==> src/rtl/i2s_tx_ctrl.sv <==
// i2s_tx_ctrl: buffers stereo samples and presents one {left,right} pair per
// I2S frame to a transmitter, tracking frame boundaries from the fed-back
// word-select line. An empty buffer at a frame boundary while running
// produces silent frames and counts underruns.
//
// Ports:
//   sclk          - only clock, rising edge
//   rst           - synchronous active-high reset
//   enable        - run request; low flushes the buffer and silences outputs
//   cfg_prescaler - requested sclk cycles per channel (clamped to 2..AUDIO_DW)
//   s_valid/s_ready, s_left/s_right - sample input handshake
//   lrclk         - word select from the transmitter (0 = left, 1 = right)
//   prescaler     - prescaler driven to the transmitter
//   left_chan/right_chan - words presented to the transmitter
//   underrun      - one-cycle pulse per underrun frame
//   underrun_cnt  - saturating underrun count (cleared only by rst)
//   fifo_level    - current buffer occupancy
module i2s_tx_ctrl #(
  parameter int AUDIO_DW   = 32,
  parameter int FIFO_DEPTH = 4
) (
  input  logic                        sclk,
  input  logic                        rst,
  input  logic                        enable,
  input  logic [AUDIO_DW-1:0]         cfg_prescaler,
  input  logic                        s_valid,
  output logic                        s_ready,
  input  logic [AUDIO_DW-1:0]         s_left,
  input  logic [AUDIO_DW-1:0]         s_right,
  input  logic                        lrclk,
  output logic [AUDIO_DW-1:0]         prescaler,
  output logic [AUDIO_DW-1:0]         left_chan,
  output logic [AUDIO_DW-1:0]         right_chan,
  output logic                        underrun,
  output logic [15:0]                 underrun_cnt,
  output logic [$clog2(FIFO_DEPTH):0] fifo_level
);

  localparam int AW = $clog2(FIFO_DEPTH);

  typedef enum logic [1:0] {DISABLED, WAIT, RUN, UNDERRUN} state_t;

  state_t                  state, state_next;
  logic                    lrclk_q;
  logic                    frame_start;
  logic [2*AUDIO_DW-1:0]   mem [FIFO_DEPTH];
  logic [AW-1:0]           wr_ptr, rd_ptr;
  logic [AW:0]             level;
  logic                    wr, pop, zero_out, und_next;
  logic [AUDIO_DW-1:0]     pres_clamped;

  // Right-to-left word-select transition marks the start of a new frame.
  assign frame_start = lrclk_q & ~lrclk;
  assign fifo_level  = level;
  assign s_ready     = enable && (level < (AW+1)'(FIFO_DEPTH)) && (state != DISABLED);
  assign wr          = s_valid & s_ready;

  always_comb begin
    if (cfg_prescaler < AUDIO_DW'(2))
      pres_clamped = AUDIO_DW'(2);
    else if (cfg_prescaler > AUDIO_DW'(AUDIO_DW))
      pres_clamped = AUDIO_DW'(AUDIO_DW);
    else
      pres_clamped = cfg_prescaler;
  end

  // Pop decisions use the registered level, so a sample written into an
  // empty buffer on the same cycle as frame_start is never popped by it.
  always_comb begin
    state_next = state;
    pop        = 1'b0;
    zero_out   = 1'b0;
    und_next   = 1'b0;
    if (!enable) begin
      state_next = DISABLED;
      zero_out   = 1'b1;
    end else begin
      case (state)
        DISABLED: state_next = WAIT;
        WAIT: begin
          if (frame_start && level != '0) begin
            pop        = 1'b1;
            state_next = RUN;
          end
        end
        RUN: begin
          if (frame_start) begin
            if (level != '0) begin
              pop = 1'b1;
            end else begin
              zero_out   = 1'b1;
              und_next   = 1'b1;
              state_next = UNDERRUN;
            end
          end
        end
        UNDERRUN: begin
          if (frame_start) begin
            if (level != '0) begin
              pop        = 1'b1;
              state_next = RUN;
            end else begin
              zero_out = 1'b1;
              und_next = 1'b1;
            end
          end
        end
        default: state_next = DISABLED;
      endcase
    end
  end

  always_ff @(posedge sclk) begin
    if (wr) mem[wr_ptr] <= {s_left, s_right};
  end

  always_ff @(posedge sclk) begin
    if (rst) begin
      state        <= DISABLED;
      lrclk_q      <= 1'b1;
      wr_ptr       <= '0;
      rd_ptr       <= '0;
      level        <= '0;
      left_chan    <= '0;
      right_chan   <= '0;
      prescaler    <= AUDIO_DW'(AUDIO_DW);
      underrun     <= 1'b0;
      underrun_cnt <= '0;
    end else begin
      state    <= state_next;
      lrclk_q  <= lrclk;
      underrun <= und_next;
      if (und_next && underrun_cnt != '1)
        underrun_cnt <= underrun_cnt + 16'd1;
      if (state == DISABLED || frame_start)
        prescaler <= pres_clamped;
      if (pop) begin
        {left_chan, right_chan} <= mem[rd_ptr];
      end else if (zero_out) begin
        left_chan  <= '0;
        right_chan <= '0;
      end
      if (!enable) begin
        wr_ptr <= '0;
        rd_ptr <= '0;
        level  <= '0;
      end else begin
        if (wr)  wr_ptr <= wr_ptr + 1'b1;
        if (pop) rd_ptr <= rd_ptr + 1'b1;
        case ({wr, pop})
          2'b10:   level <= level + 1'b1;
          2'b01:   level <= level - 1'b1;
          default: level <= level;
        endcase
      end
    end
  end

endmodule
==> config.mk <==
export PLATFORM = sky130hd
export DESIGN_NAME = i2s_tx_ctrl
export DESIGN_NICKNAME = d
export VERILOG_FILES = /design/src/rtl/i2s_tx_ctrl.sv
export SDC_FILE = /design/constraint.sdc
export NUM_CORES = 1
export LEC_CHECK = 0
export BUFFER_PORTS_ARGS = -buffer_cell sky130_fd_sc_hd__buf_2
export CAP_MARGIN = 15
export CORE_MARGIN = 1.5
export CORE_UTILIZATION = 50
export CTS_CLUSTER_DIAMETER = 150
export DETAILED_ROUTE_END_ITERATION = 10
export PLACE_DENSITY = 0.75
export SLEW_MARGIN = 20
export SYNTH_ARGS = -nofsm -noshare
export SYNTH_HDL_FRONTEND = slang
export SYNTH_SLANG_ARGS = --single-unit
==> constraint.sdc <==
create_clock -name sclk -period 2.9 [get_ports sclk]
set_clock_uncertainty 0.2 [all_clocks]
set_input_delay 0.145 -clock sclk [delete_from_list [all_inputs] [get_ports sclk]]
set_output_delay 0.145 -clock sclk [all_outputs]
set_load 0.05 [all_outputs]
==> Word level (Yosys, flattened, before mapping) <==
Memory sizes are Yosys's and may differ from the RTL's. A register that Yosys moved wholly into a read port is not among the register bits.
Cells that the tools add are included.
{ "word_totals": {"ff_bits": 123, "ram_bits": 256, "out_inout_bits": 117, "wordCells": 73, "n_memories": 1} }
{ "mem_list": {"columns": ["name", "depth", "word_bits", "rd", "rd_clocked_by_memory_dff", "wr", "line", "source"], "rows": [
  ["mem", 4, 64, 1, 1, 1, "46", "logic [2*AUDIO_DW-1:0] mem [FIFO_DEPTH];"]
]} }
{ "op_classes": {"n_addsub": 5, "magnitude_cmp": 3, "n_eq_ne": 11, "n_mux": 26, "bitwise": 4, "reduce_logical": 13} }
{ "op_table": {"columns": ["cell", "count"], "rows": [
  ["two-way mux 32 bit", 5],
  ["greater-than comparator 32 x 6 -> 1 bit, second input constant", 1],
  ["less-than comparator 32 x 2 -> 1 bit, second input constant", 1],
  ["adder 16 x 1 -> 16 bit, second input constant", 1],
  ["inequality test 16 bit, second input constant", 1],
  ["two-way mux 2 bit", 7],
  ["two-way mux 1 bit", 11],
  ["inequality test 2 bit, second input constant", 5],
  ["one-hot mux 2 bit (4 select lines)", 1],
  ["== test 2 bit, second input constant", 3],
  ["one-hot mux 3 bit (2 select lines)", 1],
  ["nonzero test 2 bit", 3],
  ["AND reduction 5 bit", 1],
  ["adder 2 x 1 -> 2 bit, second input constant", 2],
  ["== test 2 x 1 -> 1 bit, second input constant", 2],
  ["logical AND 1 bit", 4],
  ["OR reduction 2 bit", 2],
  ["adder 3 x 1 -> 3 bit, second input constant", 1],
  ["less-than comparator 3 bit, second input constant", 1],
  ["nonzero test 3 bit", 1],
  ["subtractor 3 x 1 -> 3 bit, second input constant", 1],
  ["bitwise AND 1 bit", 2],
  ["logical NOT 2 bit", 1],
  ["NOT 1 bit", 2],
  ["other kinds (2)", 2]
]} }

==> Depth between registers and ports, before layout <==
Gate-level depths: netlist (run 1).
{ "logic_depth": {"ltp_word": 8, "depth_mapped": 9, "mapped_depth_nobuf": 9} }

==> Worst setup path after synthesis (run 1) <==
No wires, ideal clock.
{ "synth_path": {"path_kind": "register -> register", "start": "reg state[1]", "end": "mem mem[1][0] (netlist bit) (enable)", "setup_ns": 0.429, "arrival_time_ns": 2.512, "required_time_ns": 2.271, "path_slack_ns": -0.241, "path_stages_with_launch": 4, "n_path_buf": 0, "cell_sequence": "dfxtp_1 o21ai_0 nor3b_2 and2_1"} }
{ "synth_via": {"elab_chain_len": 5} }
{ "synth_rtl": {"columns": ["item", "line", "source"], "rows": [
  ["start: declaration", "43", "state_t state, state_next;"],
  ["start signal: assignment", "130", "state <= state_next;"],
  ["nonzero test 2 bit", "55", "assign s_ready = enable && (level < (AW+1)'(FIFO_DEPTH)) && (state != DISABLED);"],
  ["logical AND 1 bit", "55", null],
  ["bitwise AND 1 bit", "56", "assign wr = s_valid & s_ready;"],
  ["two-way mux 1 bit", "114", "if (wr) mem[wr_ptr] <= {s_left, s_right};"],
  ["two-way mux 1 bit (implied by the code)", "114", null],
  ["end: declaration", "46", null]
]} }
Every way passes these cells.

==> Worst setup path after layout (run 1) <==
{ "layout_path": {"start": "reg state[1]", "end": "reg prescaler[4]"} }
{ "layout_via": {"elab_chain_len": 2} }
{ "layout_rtl": {"columns": ["item", "line", "source"], "rows": [
  ["logical NOT 2 bit", "135", "if (state == DISABLED || frame_start)"],
  ["logical OR 1 bit", "135", null],
  ["end signal: assignment", "126", "prescaler <= AUDIO_DW'(AUDIO_DW);"],
  ["end signal: assignment", "136", "prescaler <= pres_clamped;"],
  ["end: declaration", "31", "output logic [AUDIO_DW-1:0] prescaler,"]
]} }
Every way passes these cells.
A chain may end at the register's enable or synchronous reset.

==> out/qor.yml, run 1 <==
synth:
  ys_top_cells_by_count: "256 x edfxtp_1, 125 x dfxtp_1, 78 x nor2_1, 64 x a32oi_1, 64 x mux4_2"
  netlist_instances: 815
  yosysSeqAreaShare_pct: 73.6
  synth_area_per_cell_um2: 17.0
  synthTopCellsByArea: "edfxtp_1 56%, dfxtp_1 18%, mux4_2 10%"
  synth.top_cell.area_share_pct: 55.5
  synth_seq_cells: 381
  synthDistinctLibCells: 45
  synth_async_sr_flop_share_pct: 0
  synth_flop_cell: "edfxtp_1"
  syn_area_um2: 13800
  synth-edff-count: 256
  synth.largest_area_cell: "edfxtp_1"
  yosysWarnings: 0
  synth_fp_nets: 923
  synth.most_common_cell: "edfxtp_1"
worst_setup_path:
  setup.worst_path.start_class: "flop"
  required_ns: 3.16
  crit_chain: "or2_2 > nand2_1 > nand4_1 > dlygate4sd3_1 > a21oi_1 > dlygate4sd3_1"
  ff2ff_setup_slack_ns: 0.14
  critical_path.top_delay_family: "buffers and inverters"
  worstSetupEndpointType: "flop"
  crit_top_cell: "dlygate4sd3_1"
  critPathBufInv: 2
  crit_type: "reg2reg"
  cpMaxStageDelayCell: "dlygate4sd3_1"
  max_stage_delay_ns: 0.61
  r2r_cells: 6
  cp_data_arrival_time_ns: 3.02
  cp_max_fo: 8
  r2r-end: "prescaler[4]$_SDFFE_PP0P_"
  rr_startpoint: "state[1]$_SDFFE_PP0P_"
timing:
  rsz0062_at_grt: "false"
  setup_ws_ns: 0.141
  final-hold-violation-count: 0
  tightest_slew_ns: 0.942
  fmax_mhz: 362
  fin_tns_setup_ns: 0
  fin_crit_sh_pct: 95.1
  period_needed_ns: 2.76
  slew_headroom_pct: 37.2
  slew_violations: 0
  setup_viol: 0
route:
  drtAntennaViolNets: 0
  vias_per_cell: 5.58
  drtIter0Drc: 575
  wl_um: 30300
  vias: 8509
  first_pass_iters: 5
  wl_per_cell_um: 19.9
  drc: 0
place:
  dp_hpwl_um: 17300
  port_buffers: 217
  dp_slack_ns: 0.198
  gp_congestion: 0.844
floorplanning:
  initial_core_util_pct: 51.1
  fp.coreArea_um2: 27100
  dieArea_um2: 28700
  die_x_um: 169
  io_pins: 218
  fp.dieH_um: 169
  rows: 60
finish:
  drive_gt1_share_pct: 32.2
  fillers: 1891
  nNetsFinal: 1228
  multi_input_area_um2: 3450
  seqCellArea_um2: 10200
  areaGrowthSynthToFinish_pct: 26.5
clocking:
  cts_sinks: 381
  postCtsHoldBufs: 84
  cts_tree: "done"
  cts_root_buffer: "clkbuf_16"
  path_clk_slew_ns: 0.06
  h-tree-depth: 2
  worstSkewPairLatency_ns: 0.54
  post_cts_buffers: 0
  cts.path.max_buffers: 3
  cts.repair.resized: 0
  numCtsBuffers: 39
power_and_ir_drop:
  ir_worst_vdd_uv: 459
  swShare_pct: 20.1
  clock_power_share_pct: 43.6
  powerDensity_nw_per_um2: 619
  power_frac_comb_pct: 2.8
  intPower_mw: 8.66
  power_frac_seq_pct: 53.6
  p_sw_mw: 2.18
  leakagePower_nw: 6.23
grt:
  met2_usage_pct: 37.1
  track_usage_pct: 21.3
  grt_max_degree: 66
  grt_first_pass_wirelength_um: 47000
  grt_use_met3_pct: 4.20
  grt_remaining_overflow: 0
  use_met1_pct: 27.4
  grt_antenna_before_repair: 1
  grt_pass1_vias: 8791
  top_usage_layer: "met2"
hold_path:
  min_from: "cfg_prescaler[20]"
  hold_depth: 5
  holdPathEnd: "prescaler[5]$_SDFFE_PP1P_"
  min_path_type: "in2reg"
status:
  status: "finished clean"
flow_run:
  maxCapViolCount: 0
routing by layer:
metal	wire length (µm)	up-vias
li1	-	3857
met1	12400	4250
met2	15200	348
met3	2190	54
met4	575	0
met5	0	-
how the worst max path moves through the flow:
stage	startpoint	endpoint	slack, ns	cells past startpoint
finish	state[1]$_SDFFE_PP0P_	prescaler[4]$_SDFFE_PP0P_	0.14	6
global route	state[1]$_SDFFE_PP0P_	fifo_level[2]$_SDFFE_PP0P_	0.01	9
CTS	state[1]$_SDFFE_PP0P_	fifo_level[2]$_SDFFE_PP0P_	0.19	9
detailed placement	state[1]$_SDFFE_PP0P_	fifo_level[2]$_SDFFE_PP0P_	0.20	9
global placement	state[1]$_SDFFE_PP0P_	fifo_level[2]$_SDFFE_PP0P_	0.38	9
floorplan	fifo_level[1]$_SDFFE_PP0P_	fifo_level[2]$_SDFFE_PP0P_	0.007	9
registers in the layout, indices dropped and copies added, names as in the netlist, named ones only:
name,cells
mem,256
left_chan,32
prescaler,32
right_chan,32
underrun_cnt,16
fifo_level,3
rd_ptr,2
state,2
wr_ptr,2
lrclk_q,1
underrun,1
layout make-up:
| type | count | share of cell area, % |
|---|---|---|
| well taps | 372 | 2.66 |
| inverters | 8 | 0.171 |
| clock inverters | 13 | 0.543 |
| multi-input cells | 374 | 19.7 |
| repair buffers | 316 | 12.2 |
| diodes | 1 | 0.0143 |
| flip-flops and latches | 381 | 58.2 |
| clock buffers | 59 | 6.41 |
cells in the final DEF, fill, tap and decap left out, types with 5 or more instances in the layout:
| master | Yosys | routed |
|---|---|---|
| ha_1 | 6 | 6 |
| buf_4 | 1 | 8 |
| buf_12 | 0 | 8 |
| a32oi_1 | 64 | 64 |
| dfxtp_1 | 125 | 121 |
| clkbuf_8 | 0 | 5 |
| buf_2 | 9 | 216 |
| o21ai_0 | 8 | 8 |
| nor4_1 | 8 | 7 |
| nand4_1 | 11 | 11 |
| nand2_1 | 14 | 14 |
| or3_1 | 7 | 7 |
| clkbuf_16 | 0 | 40 |
| dlygate4sd3_1 | 0 | 84 |
| and2_1 | 32 | 28 |
| edfxtp_1 | 256 | 256 |
| nor2_1 | 78 | 77 |
| o31ai_1 | 9 | 9 |
| mux4_2 | 64 | 64 |
| clkinv_2 | 0 | 5 |
| clkbuf_1 | 36 | 14 |
| inv_1 | 8 | 8 |
| a21oi_1 | 22 | 22 |
| or4_1 | 8 | 8 |
power by group through the flow:
stage	Sequential, mW	Combinational (mW)	Clock [mW]
final	5.81	0.304	4.72
after floorplan	5.93	0.0760	0
after detailed placement	5.93	0.220	0
after global placement	5.93	0.210	0
after CTS	5.81	0.303	4.80
after global routing	5.81	0.328	5.02
tightest hold or removal path, delay by kind of cell:
family	cells	cell delay, ns
buf+inv	1	0.07
simple gates	3	0.44
compound gates	1	0.11
cell families after synthesis:
| family | synth area share [%] |
|---|---|
| flip-flops | 73.6 |
| multiplexers | 10.6 |
| AO/OA/AOI/OAI | 6.09 |
| adder cells (fa/ha/maj) | 0.687 |
| XOR/XNOR | 0.316 |
| buffers and inverters | 1.79 |
| AND/OR/NAND/NOR | 6.97 |
through the flow:
| step | power, mW | hold slack [ns] | instance area (µm²) | std cells | util, % |
|---|---|---|---|---|---|
| after floorplan | 6.01 | 0.0439 | 13900 | 815 | - |
| after global placement | 6.14 | 0.158 | 15400 | 1367 | 57.0 |
| after detailed placement | 6.15 | 0.161 | 15400 | 1367 | 57.0 |
| after CTS | 10.9 | 0.0518 | 17500 | 1523 | 64.6 |
| after global routing | 11.2 | 0.137 | 17500 | 1524 | 64.6 |
| final | 10.8 | 0.0895 | 17500 | 1524 | 64.6 |
(Power assumes the default switching activity.)
==> inputs of run 2 (changes only) <==
Settings changed: CELL_PAD_IN_SITES_DETAIL_PLACEMENT set to 1, CELL_PAD_IN_SITES_GLOBAL_PLACEMENT set to 1, CORE_UTILIZATION 50 to 43, PLACE_DENSITY 0.75 to not set, PLACE_DENSITY_LB_ADDON set to 0.1.
==> out/qor.yml, run 2 (synthesis gave the netlist of run 1 again) <==
flow_run:
  maxCapViolCount: 0  # unchanged
timing:
  period_needed_ns: 2.51  # -0.253 ns
  setup_ws_ns: 0.394  # +0.253 ns
  setup_viol: 0  # unchanged
  fin_crit_sh_pct: 86.4  # -8.7 points
  fmax_mhz: 399  # +10%
  whs_ns: 0.0862  # -0.00334 ns
  slew_violations: 0  # unchanged
  rsz0062_at_grt: "false"
  slew_headroom_pct: 41.0  # +3.7 points
  fin_tns_setup_ns: 0  # unchanged
  tightest_slew_ns: 0.886  # -0.0562 ns
  final-hold-violation-count: 0  # unchanged
floorplanning:
  initial_core_util_pct: 43.8  # -7.3 points
  fp.coreArea_um2: 31600  # +17%
  die_x_um: 182  # +7.7%
  rows: 65  # +8.3%
  io_pins: 218  # unchanged
  dieArea_um2: 33300  # +16%
  fp.dieH_um: 182  # +7.7%
finish:
  final_common_cell: "edfxtp_1"
  regMostFlops: "mem"
  drive_gt1_share_pct: 33.7  # +1.4 points
  post-route-util_pct: 56.1  # -8.6 points
  nNetsFinal: 1237  # +0.73%
  areaGrowthSynthToFinish_pct: 28.1
  diodes: 0  # -1
  final_area_um2: 17700  # +1.3%
  largest_reg_flops: 256  # unchanged
  fillers: 2978  # +57%
  final_cell_mix: "256 x edfxtp_1, 216 x buf_2, 121 x dfxtp_1, 78 x nor2_1, 78 x dlygate4sd3_1"
hold_path:
  min_path_type: "in2reg"
  min_from: "cfg_prescaler[5]"
  hold_depth: 5  # unchanged
route:
  first_pass_iters: 5  # unchanged
  topRoutingLayerUsed: "met4"
  drtAntennaViolNets: 0  # unchanged
  vias_per_cell: 5.38  # -3.6%
  vias: 8410  # -1.2%
  wl_per_cell_um: 20.7  # +4.1%
  wl_met3_um: 1620  # -26%
  met2_length_um: 16100  # +5.9%
  drc: 0  # unchanged
  drtIter0Drc: 445  # -23%
  drt-met1-wl_um: 14200  # +15%
  wl_um: 32400  # +6.8%
grt:
  grt_pass1_vias: 8843  # +0.59%
  grt_first_pass_wirelength_um: 50200  # +6.7%
  track_usage_pct: 19.6  # -1.7 points
  grt_max_degree: 66  # unchanged
  grt_antenna_before_repair: 0  # -1
  grt_remaining_overflow: 0  # unchanged
place:
  dp_hpwl_um: 19700  # +14%
  place_area_um2: 15600  # +1.3%
  gp_congestion: 0.726  # -14%
  port_buffers: 217  # unchanged
  dp_slack_ns: 0.441  # +0.244 ns
clocking:
  cts.repair.resized: 0  # unchanged
  post_cts_buffers: 0  # unchanged
  cts_sinks: 381  # unchanged
  path_clk_slew_ns: 0.06  # about the same
  cts.path.max_buffers: 3  # unchanged
  cts_root_buffer: "clkbuf_16"
  cts_tree: "done"
  h-tree-depth: 2  # unchanged
  worstSkewPairLatency_ns: 0.53  # about the same
  numCtsBuffers: 41  # +5.1%
worst_setup_path:
  r2r_cells: 9  # +3
  cp_max_fo: 6  # -2
  setup.worst_path.start_class: "flop"
  worstSetupEndpointType: "flop"
  cp_data_arrival_time_ns: 2.73  # -0.29 ns
  rr_startpoint: "state[1]$_SDFFE_PP0P_"
  startpoint: "state[1]$_SDFFE_PP0P_"
  crit_type: "reg2reg"
  required_ns: 3.13  # -0.03 ns
power_and_ir_drop:
  leakagePower_nw: 6.32  # +1.3%
  ir_worst_vdd_uv: 529  # +15%
  powerDensity_nw_per_um2: 627  # +1.3%
status:
  status: "finished clean"
==> run 2: layer usage <==
metal  vias up  global-route usage [%]
met2       242                    34.0
li1       3878                       -
met1      4252                    25.9
met4         0                    4.13
met5         -                       0
met3        38                    3.41
==> run 2: metrics by stage <==
step | total power [mW] | std cells
finish | 11.1 | 1563
global route | 11.5 | 1563
CTS | 11.2 | 1563
detailed placement | 6.16 | 1410
global placement | 6.15 | 1410
floorplan | 6.01 | 815
==> run 2: timing repair <==
| item | CTS | global route |
|---|---|---|
| hold endpoints to repair | 320 | 0 |
| hold buffers | 78 | 0 |
| setup endpoints to repair | 0 | 0 |
==> run 2: path summary, 6_finish.rpt <==
| check | to | slack [ns] |
|---|---|---|
| setup reg to reg | fifo_level[2]$_SDFFE_PP0P_ | 0.39 |
| hold / removal | prescaler[5]$_SDFFE_PP1P_ | 0.09 |
| setup / recovery | fifo_level[2]$_SDFFE_PP0P_ | 0.39 |
| hold reg to reg | prescaler[18]$_SDFFE_PP0P_ | 0.25 |
==> run 2: layout make-up <==
cell class / instances / area, µm² / area share [%]
Sequential cell: 381 / 10200 / 57.5
Multi-Input combinational cell: 374 / 3450 / 19.5
Timing Repair Buffer: 323 / 2240 / 12.6
Clock buffer: 59 / 1170 / 6.62
Tap cell: 402 / 503 / 2.84
Clock inverter: 16 / 135 / 0.762
Inverter: 8 / 30.0 / 0.169
==> run 2: power breakdown <==
part           switching, mW  leakage (nW)  internal [mW]
Combinational          0.163          2.37          0.147
Sequential           0.00589          3.32           5.81
Clock                   2.07         0.636           2.93
Total                   2.24          6.32           8.88
==> run 2: critical path, cell delays in order, from the launching register on <==
cell     delay [ns]
dfxtp_1        0.45
o21ai_0        0.18
buf_4          0.18
nor3_2         0.13
ha_1           0.22
inv_1          0.06
fa_1           0.37
xor2_1         0.16
or3_1          0.31
a21oi_1        0.16
==> inputs of run 3 (changes only) <==
Settings changed: ABC_AREA set to 1, CORE_UTILIZATION 43 to 41.
==> out/qor.yml, run 3 <==
status:
  status: "finished clean"
grt:
  grt_first_pass_wirelength_um: 56400  # +12%
  grt_max_degree: 66  # unchanged
  grt_pass1_vias: 10600  # +20%
  grt_remaining_overflow: 0  # unchanged
  track_usage_pct: 19.8  # +0.26 points
  grt_antenna_before_repair: 1  # +1
clocking:
  postCtsHoldBufs: 82  # +5.1%
  path_clk_slew_ns: 0.06  # about the same
  worstSkewPairLatency_ns: 0.53  # about the same
  cts_sinks: 381  # unchanged
  numCtsBuffers: 42  # +2.4%
  h-tree-depth: 2  # unchanged
  post_cts_buffers: 0  # unchanged
  cts.path.max_buffers: 3  # unchanged
  cts_root_buffer: "clkbuf_16"
  cts.repair.resized: 0  # unchanged
  cts_tree: "done"
worst_setup_path:
  startpoint: "cfg_prescaler[2]"
  max_stage_delay_ns: 0.56  # +0.11 ns
  crit_type: "in2reg"
  r2r_cells: 10  # +1
  ff2ff_setup_slack_ns: 0.43  # +0.04 ns
  rr_startpoint: "state[1]$_SDFFE_PP0P_"
  cp_max_fo: 5  # -1
  crit_end: "prescaler[1]$_SDFFE_PP0P_"
  cp_data_arrival_time_ns: 2.81  # +0.08 ns
  required_ns: 3.18  # +0.05 ns
  r2r-end: "fifo_level[2]$_SDFFE_PP0P_"
  worstSetupPathDepth: 11  # +2
  worstSetupEndpointType: "flop"
  crit_chain: "dlygate4sd3_1 > buf_2 > nor2_1 > nand4_1 > nand2_1 > nand2_1 > nor2_1 > nand2_1 > dlygate4sd3_1 > a21oi_1 > dlygate4sd3_1"
  setup.worst_path.start_class: "input port"
  critPathBufInv: 4  # +2
  cpMaxStageDelayCell: "dlygate4sd3_1"
  critical_path.top_delay_family: "buffers and inverters"
synth:
  synth.most_common_cell: "edfxtp_1"
  synthDistinctLibCells: 29  # -36%
  yosysWarnings: 0  # unchanged
  netlist_instances: 1200  # +47%
  synth.largest_area_cell: "edfxtp_1"
  synthTopCellsByArea: "edfxtp_1 54%, dfxtp_1 17%, nand2_1 5.8%"
  yosysSeqAreaShare_pct: 71.2  # -2.4 points
  ys_top_cells_by_count: "256 x edfxtp_1, 221 x nand2_1, 147 x nor2_1, 125 x dfxtp_1, 90 x a21oi_1"
  syn_area_um2: 14300  # +3.3%
  synth_fp_nets: 1308  # +42%
  synth_async_sr_flop_share_pct: 0  # unchanged
  synth.top_cell.area_share_pct: 53.7  # -1.8 points
  synth_seq_cells: 381  # unchanged
  synth_flop_cell: "edfxtp_1"
  synth_area_per_cell_um2: 11.9  # -30%
  synth-edff-count: 256  # unchanged
timing:
  fmax_mhz: 396  # -0.88%
  final-hold-violation-count: 0  # unchanged
  slew_violations: 0  # unchanged
  rsz0062_at_grt: "false"
  slew_headroom_pct: 39.8  # -1.2 points
  setup_ws_ns: 0.372  # -0.0222 ns
  fin_tns_setup_ns: 0  # unchanged
  fin_crit_sh_pct: 87.2  # +0.77 points
  whs_ns: 0.154  # +0.0675 ns
  setup_viol: 0  # unchanged
  tightest_slew_ns: 0.904  # +0.0180 ns
  period_needed_ns: 2.53  # +0.0222 ns
power_and_ir_drop:
  power.total_mw: 11.3  # +1.5%
  power_frac_comb_pct: 3.1  # +0.3 points
  power_frac_seq_pct: 51.5  # -0.8 points
  swShare_pct: 20.3  # +0.18 points
  powerDensity_nw_per_um2: 621  # -0.92%
  leakagePower_nw: 6.46  # +2.3%
  intPower_mw: 9.00  # +1.3%
  p_sw_mw: 2.30  # +2.4%
  clock_power_share_pct: 45.4  # +0.5 points
  ir_worst_vdd_uv: 547  # +3.2%
floorplanning:
  fp.dieH_um: 190  # +4.0%
  dieArea_um2: 36000  # +8.2%
  rows: 68  # +4.6%
  die_x_um: 190  # +4.0%
  io_pins: 218  # unchanged
  initial_core_util_pct: 41.5  # -2.2 points
  fp.coreArea_um2: 34500  # +8.9%
route:
  vias_per_cell: 5.02  # -6.8%
  wl_um: 35600  # +9.9%
  vias: 9994  # +19%
  drtIter0Drc: 380  # -15%
  drc: 0  # unchanged
  first_pass_iters: 4  # -1
  drtAntennaViolNets: 0  # unchanged
  wl_per_cell_um: 17.9  # -14%
place:
  dp_slack_ns: 0.431  # -0.00999 ns
  gp_congestion: 0.793  # +9.2%
  place_inst: 1831  # +30%
  place_area_um2: 16000  # +2.4%
  port_buffers: 217  # unchanged
  dp_hpwl_um: 20800  # +5.7%
hold_path:
  min_path_type: "in2reg"
finish:
  areaGrowthSynthToFinish_pct: 27.0
  regMostFlops: "mem"
  fin_cells: 1992  # +27%
  post-route-util_pct: 52.7  # -3.3 points
  nNetsFinal: 1610  # +30%
  largest_reg_flops: 256  # unchanged
  drive_gt1_share_pct: 21.2  # -13 points
  final_common_cell: "edfxtp_1"
  final_area_um2: 18200  # +2.5%
  final_cell_mix: "256 x edfxtp_1, 220 x nand2_1, 216 x buf_2, 141 x nor2_1, 122 x dfxtp_1"
flow_run:
  maxCapViolCount: 0  # unchanged
-- run 3: cell count changes in the layout (fill, tap and decap cells not counted), sizes merged, moves of 68 or more --
cell and change:
nand2 +209, a21oi +68, o21ai +72, nor2 +69
-- run 3: area by class of cell --
cell class	count	area (µm²)
well taps	455	569
diodes	1	2.50
clock buffers	56	1180
clock inverters	22	161
multi-input cells	716	3730
repair buffers	322	2190
inverters	39	146
flip-flops and latches	381	10200
fillers	3634	16300
-- run 3: worst min-delay path, delay by kind of cell --
kind / cells / cell delay (ns)
buffers and inverters: 3 / 0.67
AND/OR/NAND/NOR: 1 / 0.04
-- run 3: worst min path at each step --
| stage | from | end | cells after the start |
|---|---|---|---|
| 2_1_floorplan | lrclk | lrclk_q$_SDFF_PP1_ | 2 |
| 5_1_grt | s_left[16] | mem[3][48]$_DFFE_PP_ | 2 |
| 3_5_place_dp | lrclk | lrclk_q$_SDFF_PP1_ | 3 |
| 6_report | lrclk | lrclk_q$_SDFF_PP1_ | 4 |
| 4_1_cts | s_left[16] | mem[3][48]$_DFFE_PP_ | 2 |
| 3_3_place_gp | lrclk | lrclk_q$_SDFF_PP1_ | 3 |
-- run 3: power groups by stage --
| stage | Clock, mW | Sequential [mW] | Combinational [mW] |
|---|---|---|---|
| 2_1_floorplan | 0 | 5.94 | 0.0993 |
| 3_3_place_gp | 0 | 5.93 | 0.256 |
| 3_5_place_dp | 0 | 5.93 | 0.263 |
| 4_1_cts | 5.27 | 5.82 | 0.350 |
| 5_1_grt | 5.49 | 5.82 | 0.379 |
| 6_report | 5.13 | 5.82 | 0.345 |
-- run 3: cell families (layout without fill, tap and decap cells) --
| kind of cell | count (synthesis) | count (layout) | share of synthesized area, % |
|---|---|---|---|
| fa+ha+maj | 7 | 7 | 0.665 |
| simple gates | 402 | 402 | 11.2 |
| mux | 64 | 64 | 4.48 |
| buf+inv | 103 | 439 | 3.15 |
| flops | 381 | 381 | 71.2 |
| other cells | 0 | 1 | 0 |
| xor+xnor | 8 | 8 | 0.490 |
| compound gates | 235 | 235 | 8.80 |
-- run 3: routing by layer --
| layer | up-vias | routed length (µm) | global-route usage (%) |
|---|---|---|---|
| li1 | 4831 | - | - |
| met1 | 4921 | 16000 | 25.4 |
| met2 | 195 | 17400 | 34.6 |
| met3 | 47 | 1480 | 3.50 |
| met4 | 0 | 697 | 5.04 |
| met5 | - | 0 | 0 |
